**src/rtl/seq_divider_10bit_pkg.sv**
```systemverilog
// Shared widths, state encoding and divide-by-zero constant for the iterative
// restoring divider.
package seq_divider_10bit_pkg;

    localparam int DW = 10;
    localparam int VW = 4;
    localparam int CW = $clog2(DW);

    localparam logic [DW-1:0] DIV0_QUOT = '1;

    typedef enum logic [1:0] {
        ST_IDLE = 2'd0,
        ST_RUN  = 2'd1,
        ST_DONE = 2'd2
    } state_t;

endpackage

```
**src/rtl/seq_divider_10bit_if.sv**
```systemverilog
// Request/result bundle for the divider; the requester drives operands and
// start, the divider returns status and registered results.
interface seq_divider_10bit_if;
    import seq_divider_10bit_pkg::*;

    logic          start;
    logic [DW-1:0] dividend;
    logic [VW-1:0] divisor;
    logic          busy;
    logic          done;
    logic [DW-1:0] quotient;
    logic [VW-1:0] remainder;
    logic          div_by_zero;

    modport master (
        output start, dividend, divisor,
        input  busy, done, quotient, remainder, div_by_zero
    );

    modport slave (
        input  start, dividend, divisor,
        output busy, done, quotient, remainder, div_by_zero
    );

endinterface

```
**src/rtl/seq_divider_10bit_trial_subtractor.sv**
```systemverilog
// Combinational W-bit a - b as a ripple of full-adder cells with inverted b
// and carry-in 1; a set carry-out means the subtraction did not borrow.
module seq_divider_10bit_trial_subtractor #(
    parameter int W = 5
) (
    input  logic [W-1:0] i_a,
    input  logic [W-1:0] i_b,
    output logic [W-2:0] o_diff,
    output logic         o_no_borrow
);

    logic [W-1:0] w_nb;
    logic [W-1:0] w_carry;

    assign w_nb = ~i_b;

    // The top difference bit is zero whenever no borrow occurs in a restoring
    // step, so the last cell only produces its carry.
    always_comb begin
        w_carry    = '0;
        w_carry[0] = 1'b1;
        o_diff     = '0;
        for (int i = 0; i < W - 1; i++) begin
            o_diff[i]    = i_a[i] ^ w_nb[i] ^ w_carry[i];
            w_carry[i+1] = (i_a[i] & w_nb[i]) | (i_a[i] & w_carry[i]) | (w_nb[i] & w_carry[i]);
        end
    end

    assign o_no_borrow = (i_a[W-1] & w_nb[W-1]) | (i_a[W-1] & w_carry[W-1]) |
                         (w_nb[W-1] & w_carry[W-1]);

endmodule

```
**src/rtl/seq_divider_10bit.sv**
```systemverilog
// Iterative restoring divider: one quotient bit per cycle, MSB first, with the
// quotient shifted into the dividend register as the dividend shifts out.
module seq_divider_10bit
    import seq_divider_10bit_pkg::*;
(
    input  logic                 clk,
    input  logic                 rst_n,
    seq_divider_10bit_if.slave   bus
);

    state_t        r_state;
    state_t        w_next_state;
    logic [DW-1:0] r_dreg;
    logic [VW-1:0] r_prem;
    logic [VW-1:0] r_divisor;
    logic [CW-1:0] r_cnt;
    logic [DW-1:0] r_quot;
    logic [VW-1:0] r_rem;
    logic          r_dbz;

    logic [VW:0]   w_t;
    logic [VW-1:0] w_diff;
    logic [VW-1:0] w_prem_next;
    logic          w_no_borrow;
    logic          w_accept;
    logic          w_div0;

    assign w_accept = (r_state == ST_IDLE) && bus.start;
    assign w_div0   = (bus.divisor == '0);

    // The partial remainder never reaches the divisor, so t fits in VW+1 bits.
    assign w_t = {r_prem, r_dreg[DW-1]};

    seq_divider_10bit_trial_subtractor #(
        .W (VW + 1)
    ) u_trial_subtractor (
        .i_a         (w_t),
        .i_b         ({1'b0, r_divisor}),
        .o_diff      (w_diff),
        .o_no_borrow (w_no_borrow)
    );

    assign w_prem_next = w_no_borrow ? w_diff : w_t[VW-1:0];

    always_ff @(posedge clk or negedge rst_n) begin
        if (!rst_n) begin
            r_state <= ST_IDLE;
        end else begin
            r_state <= w_next_state;
        end
    end

    always_comb begin
        w_next_state = r_state;
        case (r_state)
            ST_IDLE: if (bus.start) w_next_state = w_div0 ? ST_DONE : ST_RUN;
            ST_RUN:  if (r_cnt == '0) w_next_state = ST_DONE;
            ST_DONE: w_next_state = ST_IDLE;
            default: w_next_state = ST_IDLE;
        endcase
    end

    always_ff @(posedge clk or negedge rst_n) begin
        if (!rst_n) begin
            r_dreg    <= '0;
            r_prem    <= '0;
            r_divisor <= '0;
            r_cnt     <= '0;
            r_quot    <= '0;
            r_rem     <= '0;
            r_dbz     <= 1'b0;
        end else if (w_accept) begin
            r_dreg    <= bus.dividend;
            r_prem    <= '0;
            r_divisor <= bus.divisor;
            r_cnt     <= CW'(DW - 1);
            r_quot    <= w_div0 ? DIV0_QUOT : '0;
            r_rem     <= '0;
            r_dbz     <= w_div0;
        end else if (r_state == ST_RUN) begin
            r_prem <= w_prem_next;
            r_dreg <= {r_dreg[DW-2:0], w_no_borrow};
            r_cnt  <= r_cnt - 1'b1;
            if (r_cnt == '0) begin
                r_quot <= {r_dreg[DW-2:0], w_no_borrow};
                r_rem  <= w_prem_next;
            end
        end
    end

    assign bus.busy        = (r_state != ST_IDLE);
    assign bus.done        = (r_state == ST_DONE);
    assign bus.quotient    = r_quot;
    assign bus.remainder   = r_rem;
    assign bus.div_by_zero = r_dbz;

endmodule

```
**src/flat_wrapper.sv**
```systemverilog
// flat-port wrapper written by rule: the top's interface ports become plain ports
module seq_divider_10bit_flat import seq_divider_10bit_pkg::*;
  (clk, rst_n, bus_start, bus_dividend, bus_divisor, bus_busy, bus_done, bus_quotient, bus_remainder, bus_div_by_zero);
  seq_divider_10bit_if bus_i ();
  input  logic clk;
  input  logic rst_n;
  input wire logic [$bits(bus_i.start)-1:0] bus_start;
  input wire logic [$bits(bus_i.dividend)-1:0] bus_dividend;
  input wire logic [$bits(bus_i.divisor)-1:0] bus_divisor;
  output wire logic [$bits(bus_i.busy)-1:0] bus_busy;
  output wire logic [$bits(bus_i.done)-1:0] bus_done;
  output wire logic [$bits(bus_i.quotient)-1:0] bus_quotient;
  output wire logic [$bits(bus_i.remainder)-1:0] bus_remainder;
  output wire logic [$bits(bus_i.div_by_zero)-1:0] bus_div_by_zero;
  assign bus_i.start = bus_start;
  assign bus_i.dividend = bus_dividend;
  assign bus_i.divisor = bus_divisor;
  assign bus_busy = bus_i.busy;
  assign bus_done = bus_i.done;
  assign bus_quotient = bus_i.quotient;
  assign bus_remainder = bus_i.remainder;
  assign bus_div_by_zero = bus_i.div_by_zero;
  seq_divider_10bit u_core (.clk(clk), .rst_n(rst_n), .bus(bus_i));
endmodule
```
**config.mk**
```make
export PLATFORM = sky130hd
export DESIGN_NAME = seq_divider_10bit_flat
export DESIGN_NICKNAME = d
export VERILOG_FILES = /design/src/rtl/seq_divider_10bit_pkg.sv /design/src/rtl/seq_divider_10bit_if.sv /design/src/rtl/seq_divider_10bit_trial_subtractor.sv /design/src/rtl/seq_divider_10bit.sv /design/src/flat_wrapper.sv
export SDC_FILE = /design/constraint.sdc
export NUM_CORES = 1
export LEC_CHECK = 0
export CAP_MARGIN = 20
export CORE_ASPECT_RATIO = 1.1
export CORE_MARGIN = 3
export CORE_UTILIZATION = 47
export DETAILED_ROUTE_END_ITERATION = 7
export PLACE_DENSITY = 0.76
export SLEW_MARGIN = 10
export SYNTH_ARGS = -nofsm -noshare
export SYNTH_HDL_FRONTEND = slang
export SYNTH_SLANG_ARGS = --single-unit
export TNS_END_PERCENT = 50
```
**constraint.sdc**
```tcl
create_clock -name clk -period 2.5 [get_ports clk]
set_clock_uncertainty 0.2 [all_clocks]
set_input_delay 0.5 -clock clk [delete_from_list [all_inputs] [get_ports clk]]
set_output_delay 0.5 -clock clk [all_outputs]
set_load 0.01 [all_outputs]
```
## After elaboration in Yosys (flattened, before gate mapping)

Index checks and enable logic that the tools add are counted.

| storage, ports and cells | value |
|---|---|
| bits in registers | 39 |
| bits in latches | 0 |
| bits in writable memories | 0 |
| ROM bits | 0 |
| input bits | 17 |
| word-level logic and storage cells | 72 |
| memories kept | 0 |

| operators by class | value |
|---|---|
| add/sub/neg operators | 1 |
| $mul | 0 |
| div/mod/pow operators | 0 |
| magnitude comparators | 0 |
| equality and inequality tests | 4 |
| shift-type cells | 0 |
| multiplexer cells | 18 |
| bitwise operators | 32 |
| reduce and logical (&&, ||, !) cells | 9 |

Operators by type and width:

| operator | count |
|---|---|
| 2-to-1 mux 10 bit | 6 |
| 2-to-1 mux 4 bit | 8 |
| AND 1 bit | 13 |
| OR 1 bit | 10 |
| logical NOT 4 bit | 2 |
| XOR 1 bit | 7 |
| 2-to-1 mux 2 bit | 3 |
| nonzero test 2 bit | 3 |
| inverter 4 -> 5 bit | 1 |
| one-hot mux 2 bit (2 select lines) | 1 |
| AND reduction 2 bit | 2 |
| subtractor 4 x 1 -> 4 bit, second input constant | 1 |
| equality test 2 x 1 -> 1 bit, second input constant | 1 |
| equality test 2 bit, second input constant | 1 |
| logical NOT 2 bit | 1 |
| inequality test 2 x 1 -> 1 bit, second input constant | 1 |
| inequality test 2 bit, second input constant | 1 |
| logical AND 1 bit | 1 |
| inverter 1 bit | 1 |

## Longest topological paths before layout

| depth | value |
|---|---|
| depth after elaboration | 20 |
| depth in mapped cells | 10 |
| mapped depth without buffers | 9 |

## Cells and area by module

A second synthesis with hierarchy kept.

| unflattened totals | value |
|---|---|
| cell total of the unflattened synthesis | 165 |
| area total of the unflattened synthesis | 1,886.8 µm² |

By module, submodules not included:

| module | times used | cells each | area each (µm²) | seq. area each (µm²) |
|---|---|---|---|---|
| seq_divider_10bit | 1 | 150 | 1,769.2 | 975.9 |
| seq_divider_10bit_trial_subtractor | 1 | 15 | 117.6 | 0.0 |

## Worst setup path before layout

No wires, ideal clock.

| path | value |
|---|---|
| path type | register to register |
| start point | register u_core.r_dreg[9] |
| end point | register u_core.r_rem[1] (netlist: u_core.bus.remainder[1]) |
| setup time | 0.094 ns |
| arrival | 2.226 ns |
| required time | 2.206 ns |
| slack | -0.020 ns |
| cell stages (with the launch flop) | 11 |
| buffers on the path | 1 |
| period minus slack after synthesis | 2.520 ns |
| cells stage by stage | dfrtp_1 inv_1 ha_1 fa_1 fa_1 inv_1 fa_1 or2_2 clkbuf_1 o21ai_0 a211oi_1 |

| on the way | value |
|---|---|
| cells in the longest elaborated chain, start to end | 19 |

Ends and longest elaborated chain:

| what | RTL line | RTL |
|---|---|---|
| start: declaration | seq_divider_10bit.sv:13 | `logic [DW-1:0] r_dreg;` |
| start signal: assignment | seq_divider_10bit.sv:73 | `r_dreg <= bus.dividend;` |
| start signal: assignment | seq_divider_10bit.sv:82 | `r_dreg <= {r_dreg[DW-2:0], w_no_borrow};` |
| AND 1 bit | seq_divider_10bit_trial_subtractor.sv:25 | `w_carry[i+1] = (i_a[i] & w_nb[i]) \| (i_a[i] & w_carry[i]) \| (w_nb[i] & w_carry[i]);` |
| OR 1 bit (*) (2 in series) | seq_divider_10bit_trial_subtractor.sv:25 |  |
| AND 1 bit | seq_divider_10bit_trial_subtractor.sv:25 |  |
| OR 1 bit (2 in series) | seq_divider_10bit_trial_subtractor.sv:25 |  |
| AND 1 bit | seq_divider_10bit_trial_subtractor.sv:25 |  |
| OR 1 bit (2 in series) | seq_divider_10bit_trial_subtractor.sv:25 |  |
| AND 1 bit | seq_divider_10bit_trial_subtractor.sv:25 |  |
| OR 1 bit (2 in series) | seq_divider_10bit_trial_subtractor.sv:25 |  |
| AND 1 bit | seq_divider_10bit_trial_subtractor.sv:29 | `assign o_no_borrow = (i_a[W-1] & w_nb[W-1]) \| (i_a[W-1] & w_carry[W-1]) \|` |
| OR 1 bit (2 in series) | seq_divider_10bit_trial_subtractor.sv:29 |  |
| 2-to-1 mux 4 bit (*) | seq_divider_10bit.sv:43 | `assign w_prem_next = w_no_borrow ? w_diff : w_t[VW-1:0];` |
| 2-to-1 mux 4 bit (*) | seq_divider_10bit.sv:84 | `if (r_cnt == '0) begin` |
| 2-to-1 mux 4 bit (*) | seq_divider_10bit.sv:80 | `end else if (r_state == ST_RUN) begin` |
| 2-to-1 mux 4 bit (*) | seq_divider_10bit.sv:72 | `end else if (w_accept) begin` |
| end signal: assignment | seq_divider_10bit.sv:86 | `r_rem <= w_prem_next;` |
| end: declaration | seq_divider_10bit.sv:18 | `logic [VW-1:0] r_rem;` |

Every way passes the cells marked *; elsewhere a longest branch is shown, timed or not. The select of a mux whose other input is x is not followed.
A chain may end at the register's enable or synchronous reset.

## Worst setup path after layout

| path | value |
|---|---|
| start point | register u_core.r_divisor[0] |
| end point | register u_core.r_prem[3] |

| on the way | value |
|---|---|
| cells in the longest elaborated chain, start to end | 19 |

Ends and longest elaborated chain:

| what | RTL line | RTL |
|---|---|---|
| start: declaration | seq_divider_10bit.sv:15 | `logic [VW-1:0] r_divisor;` |
| start signal: assignment | seq_divider_10bit.sv:75 | `r_divisor <= bus.divisor;` |
| inverter 4 -> 5 bit (*) | seq_divider_10bit_trial_subtractor.sv:15 | `assign w_nb = ~i_b;` |
| AND 1 bit | seq_divider_10bit_trial_subtractor.sv:25 |  |
| OR 1 bit | seq_divider_10bit_trial_subtractor.sv:25 |  |
| OR 1 bit (*) | seq_divider_10bit_trial_subtractor.sv:25 |  |
| AND 1 bit | seq_divider_10bit_trial_subtractor.sv:25 |  |
| OR 1 bit | seq_divider_10bit_trial_subtractor.sv:25 |  |
| OR 1 bit (*) | seq_divider_10bit_trial_subtractor.sv:25 |  |
| AND 1 bit | seq_divider_10bit_trial_subtractor.sv:25 |  |
| OR 1 bit | seq_divider_10bit_trial_subtractor.sv:25 |  |
| OR 1 bit (*) | seq_divider_10bit_trial_subtractor.sv:25 |  |
| AND 1 bit | seq_divider_10bit_trial_subtractor.sv:25 |  |
| OR 1 bit (2 in series) | seq_divider_10bit_trial_subtractor.sv:25 |  |
| AND 1 bit | seq_divider_10bit_trial_subtractor.sv:29 |  |
| OR 1 bit (2 in series) | seq_divider_10bit_trial_subtractor.sv:29 |  |
| 2-to-1 mux 4 bit (*) | seq_divider_10bit.sv:43 |  |
| 2-to-1 mux 4 bit (*) | seq_divider_10bit.sv:80 |  |
| 2-to-1 mux 4 bit (*) | seq_divider_10bit.sv:72 |  |
| end signal: assignment | seq_divider_10bit.sv:81 | `r_prem <= w_prem_next;` |
| end: declaration | seq_divider_10bit.sv:14 | `logic [VW-1:0] r_prem;` |

Marks and branches as above.

==> results.cfg <==
[run_status]
outcome = finished clean

[floorplan]
die_w_um = 66.2
io_pins = 34
rows = 23
initial_utilization_pct = 50.1
die_area_um2 = 4780
core_region_area_um2 = 3740
dieHeight_um = 72.2

[setup_path]
critPathBufInv = 1
r2r_cells = 8
critPathKind = register to register
cp_common_cell = fa_2
cpPeakStageDelay_ps = 440
r2r_end = u_core.r_prem[3]$_DFFE_PN0P_
rrSetupSlack_ps = 3
cp_max_fo = 3
path_cells = ha_2, fa_2, fa_2, inv_2, fa_2, and2_4, o21ai_2, a21oi_1
cp-end-kind = register
cp.required_ps = 2470
cpMaxStageDelayCell = fa_2
arrival_ps = 2470
start_kind = register
reg2reg_from = u_core.r_divisor[0]$_DFFE_PN0P_
crit_family = adder cells

[cts]
htreeDepth = 2
clock_path_buffers = 2
holdBufCountCts = 0
cts_tree = done
insertion_delay_ps = 290
cts_buffers = 5
cts.clk_slew.worst_paths_ps = 80
cts.sinks = 39
cts-root-buf = clkbuf_8

[grt]
antenna_found_initial = 0
grt_pass1_wl_um = 7450
first_global_vias = 1592
overflow = 0
grt_max_degree = 40
grt_util_all_layers_pct = 20.4

[sta]
tns_ps = 0
final.setup.worst_slack_ps = 3.00
fmax_mhz = 400
rsz0062_at_grt = true
setup_viol = 0
tightest_slew_ps = 864
hold_ws_ps = 111
finalHoldViolations = 0
finalCritPeriodShare_pct = 99.9
maxSlewViolCount = 0
slew_headroom_pct = 42.4
finalCriticalPeriod_ps = 2500

[synthesis]
ys_seq_elements = 39
async_flop_share_pct = 100
synth_largest_area_cell = dfrtp_1
synth_enable_flop_cells = 0
yosys.cell_count.top_type = dfrtp_1
ys_types = 35
yosysWarningCount = 0
syn_inst = 199
ys_seq_area_share_pct = 52.1
yosys_most_used_dff = dfrtp_1
synth.area.top_cells = dfrtp_1 52%, nand2_1 6.4%, o21ai_0 5.9%
synth_top_area_share_pct = 52.1
netlist_area_um2 = 1870
synth.avg_cell_area_um2 = 9.41
yosys-top-cells-count = 39 x dfrtp_1, 32 x nand2_1, 22 x o21ai_0, 18 x a21oi_1, 17 x a31oi_1
syn_nets = 221

[routing]
dr.pass1.iters = 4
drtIter0Drc = 102
routed_wl_um = 4370
vias = 1608
vias_per_cell = 5.64
drc = 0
drtAntennaViolNets = 0
post_drt_wl_per_cell_um = 15.3

[worst_hold_path]
hp-class = input pin to async pin

[placement]
dp_slack_ps = -72.4
gp_congestion = 0.774
port_buffers = 33
place_hpwl_um = 2870
placed_cell_area_um2 = 2260

[pwr]
p_sw_uw = 1410
p_int_uw = 2200
power_leakage_uw = 0.00104
power_frac_seq_pct = 32.7
clockPowerShare_pct = 17.5
combPwrFrac_pct = 49.8
power.density_nw_per_um2 = 1480
total_power_uw = 3610
p_sw_share_pct = 39.2
ir_worst_vdd_uv = 745

[finish]
final_cell_area_um2 = 2430
diodes = 0
syn_to_final_growth_pct = 29.9
drive_gt1_share_pct = 15.3
num-nets-final = 256

[flow_run]
cap_viol_max_count = 0
[cell usage in the layout, fill, tap and decap left out, types with 2 or more instances in the layout]
master,Yosys,layout
a21oi_1,18,18
o21ai_2,0,3
bufinv_16,0,2
fa_2,0,3
and3_1,3,3
o21ai_0,22,19
dfrtp_1,39,39
a221o_1,2,2
nand2_1,32,32
inv_1,7,6
buf_4,0,10
clkbuf_8,0,5
nor3b_2,2,3
nor2_1,11,11
nand3_1,3,3
a31oi_1,17,17
a211oi_1,5,5
clkdlybuf4s50_1,0,32
[metal layers]
metal  share of wire [%]  up-vias  global-route usage, %  wire [µm]
met2                  50       42                   32.7       2170
met4                 1.5        0                   5.87         64
met1                  44      786                   27.4       1930
li1                    -      771                      -          -
met5                   0        -                      0          0
met3                 4.7        9                   5.11        207
[cell families (layout without fill, tap and decap cells)]
family / after synthesis / after routing / share of synthesized area [%]
buf+inv: 22 / 58 / 5.34
flops: 39 / 39 / 52.1
compound gates: 69 / 69 / 21.5
fa+ha+maj: 5 / 5 / 4.54
simple gates: 64 / 64 / 16.5
[how the worst max path moves through the flow]
stage	start	endpoint	slack, ps	depth (start not counted)
floorplan	u_core.r_dreg[9]$_DFFE_PN0P_	u_core.r_prem[3]$_DFFE_PN0P_	20	9
global placement	u_core.r_divisor[0]$_DFFE_PN0P_	u_core.r_prem[3]$_DFFE_PN0P_	5	8
detailed placement	u_core.r_divisor[0]$_DFFE_PN0P_	u_core.r_prem[3]$_DFFE_PN0P_	-70	8
CTS	u_core.r_divisor[0]$_DFFE_PN0P_	u_core.r_prem[3]$_DFFE_PN0P_	40	8
global route	u_core.r_dreg[9]$_DFFE_PN0P_	u_core.r_prem[3]$_DFFE_PN0P_	-80	9
finish	u_core.r_divisor[0]$_DFFE_PN0P_	u_core.r_prem[3]$_DFFE_PN0P_	3	8
[area by class of cell]
| cell class | count | area, µm² |
|---|---|---|
| inverter | 7 | 26.3 |
| timing repair buffer | 43 | 400 |
| multi-input combinational | 138 | 831 |
| sequential | 39 | 976 |
| clock buffer | 5 | 68.8 |
| fill | 294 | 1310 |
| clock inverter | 3 | 67.6 |
| tap | 50 | 62.6 |
[worst register-to-register path, stage by stage, from the launching register on]
cell,delay [ps]
dfrtp_1,390
ha_2,200
fa_2,370
fa_2,370
inv_2,60
fa_2,440
and2_4,160
o21ai_2,110
a21oi_1,80
[power groups by stage]
stage,combinational (µW),sequential [µW],clock [µW]
2_1_floorplan,1050,1190,0
3_3_place_gp,1600,1170,0
3_5_place_dp,1640,1180,0
4_1_cts,1690,1170,636
5_1_grt,2040,1220,667
6_report,1800,1180,631
[metrics by stage]
stage | utilization [%] | std cells
5_1_grt | 65.0 | 285
3_3_place_gp | 60.3 | 276
6_report | 65.0 | 285
2_1_floorplan | - | 199
3_5_place_dp | 60.3 | 276
4_1_cts | 64.4 | 285
[sequential cells by signal, indices dropped and copies added (netlist names)]
register,flops
u_core.bus.quotient,10
u_core.r_dreg,10
u_core.bus.remainder,4
u_core.r_cnt,4
u_core.r_divisor,4
u_core.r_prem,4
u_core.r_state,2
u_core.bus.div_by_zero,1
[repair_timing]
| action | CTS | global route |
|---|---|---|
| setup buffers | 1 | 0 |
| resized for setup | 6 | 8 |
| setup endpoints to repair | 6 | 8 |
| hold endpoints to repair | 0 | 0 |
| pin swaps | 1 | 11 |
| gates cloned | 0 | 0 |
Power figures use the tool's default switching activity.
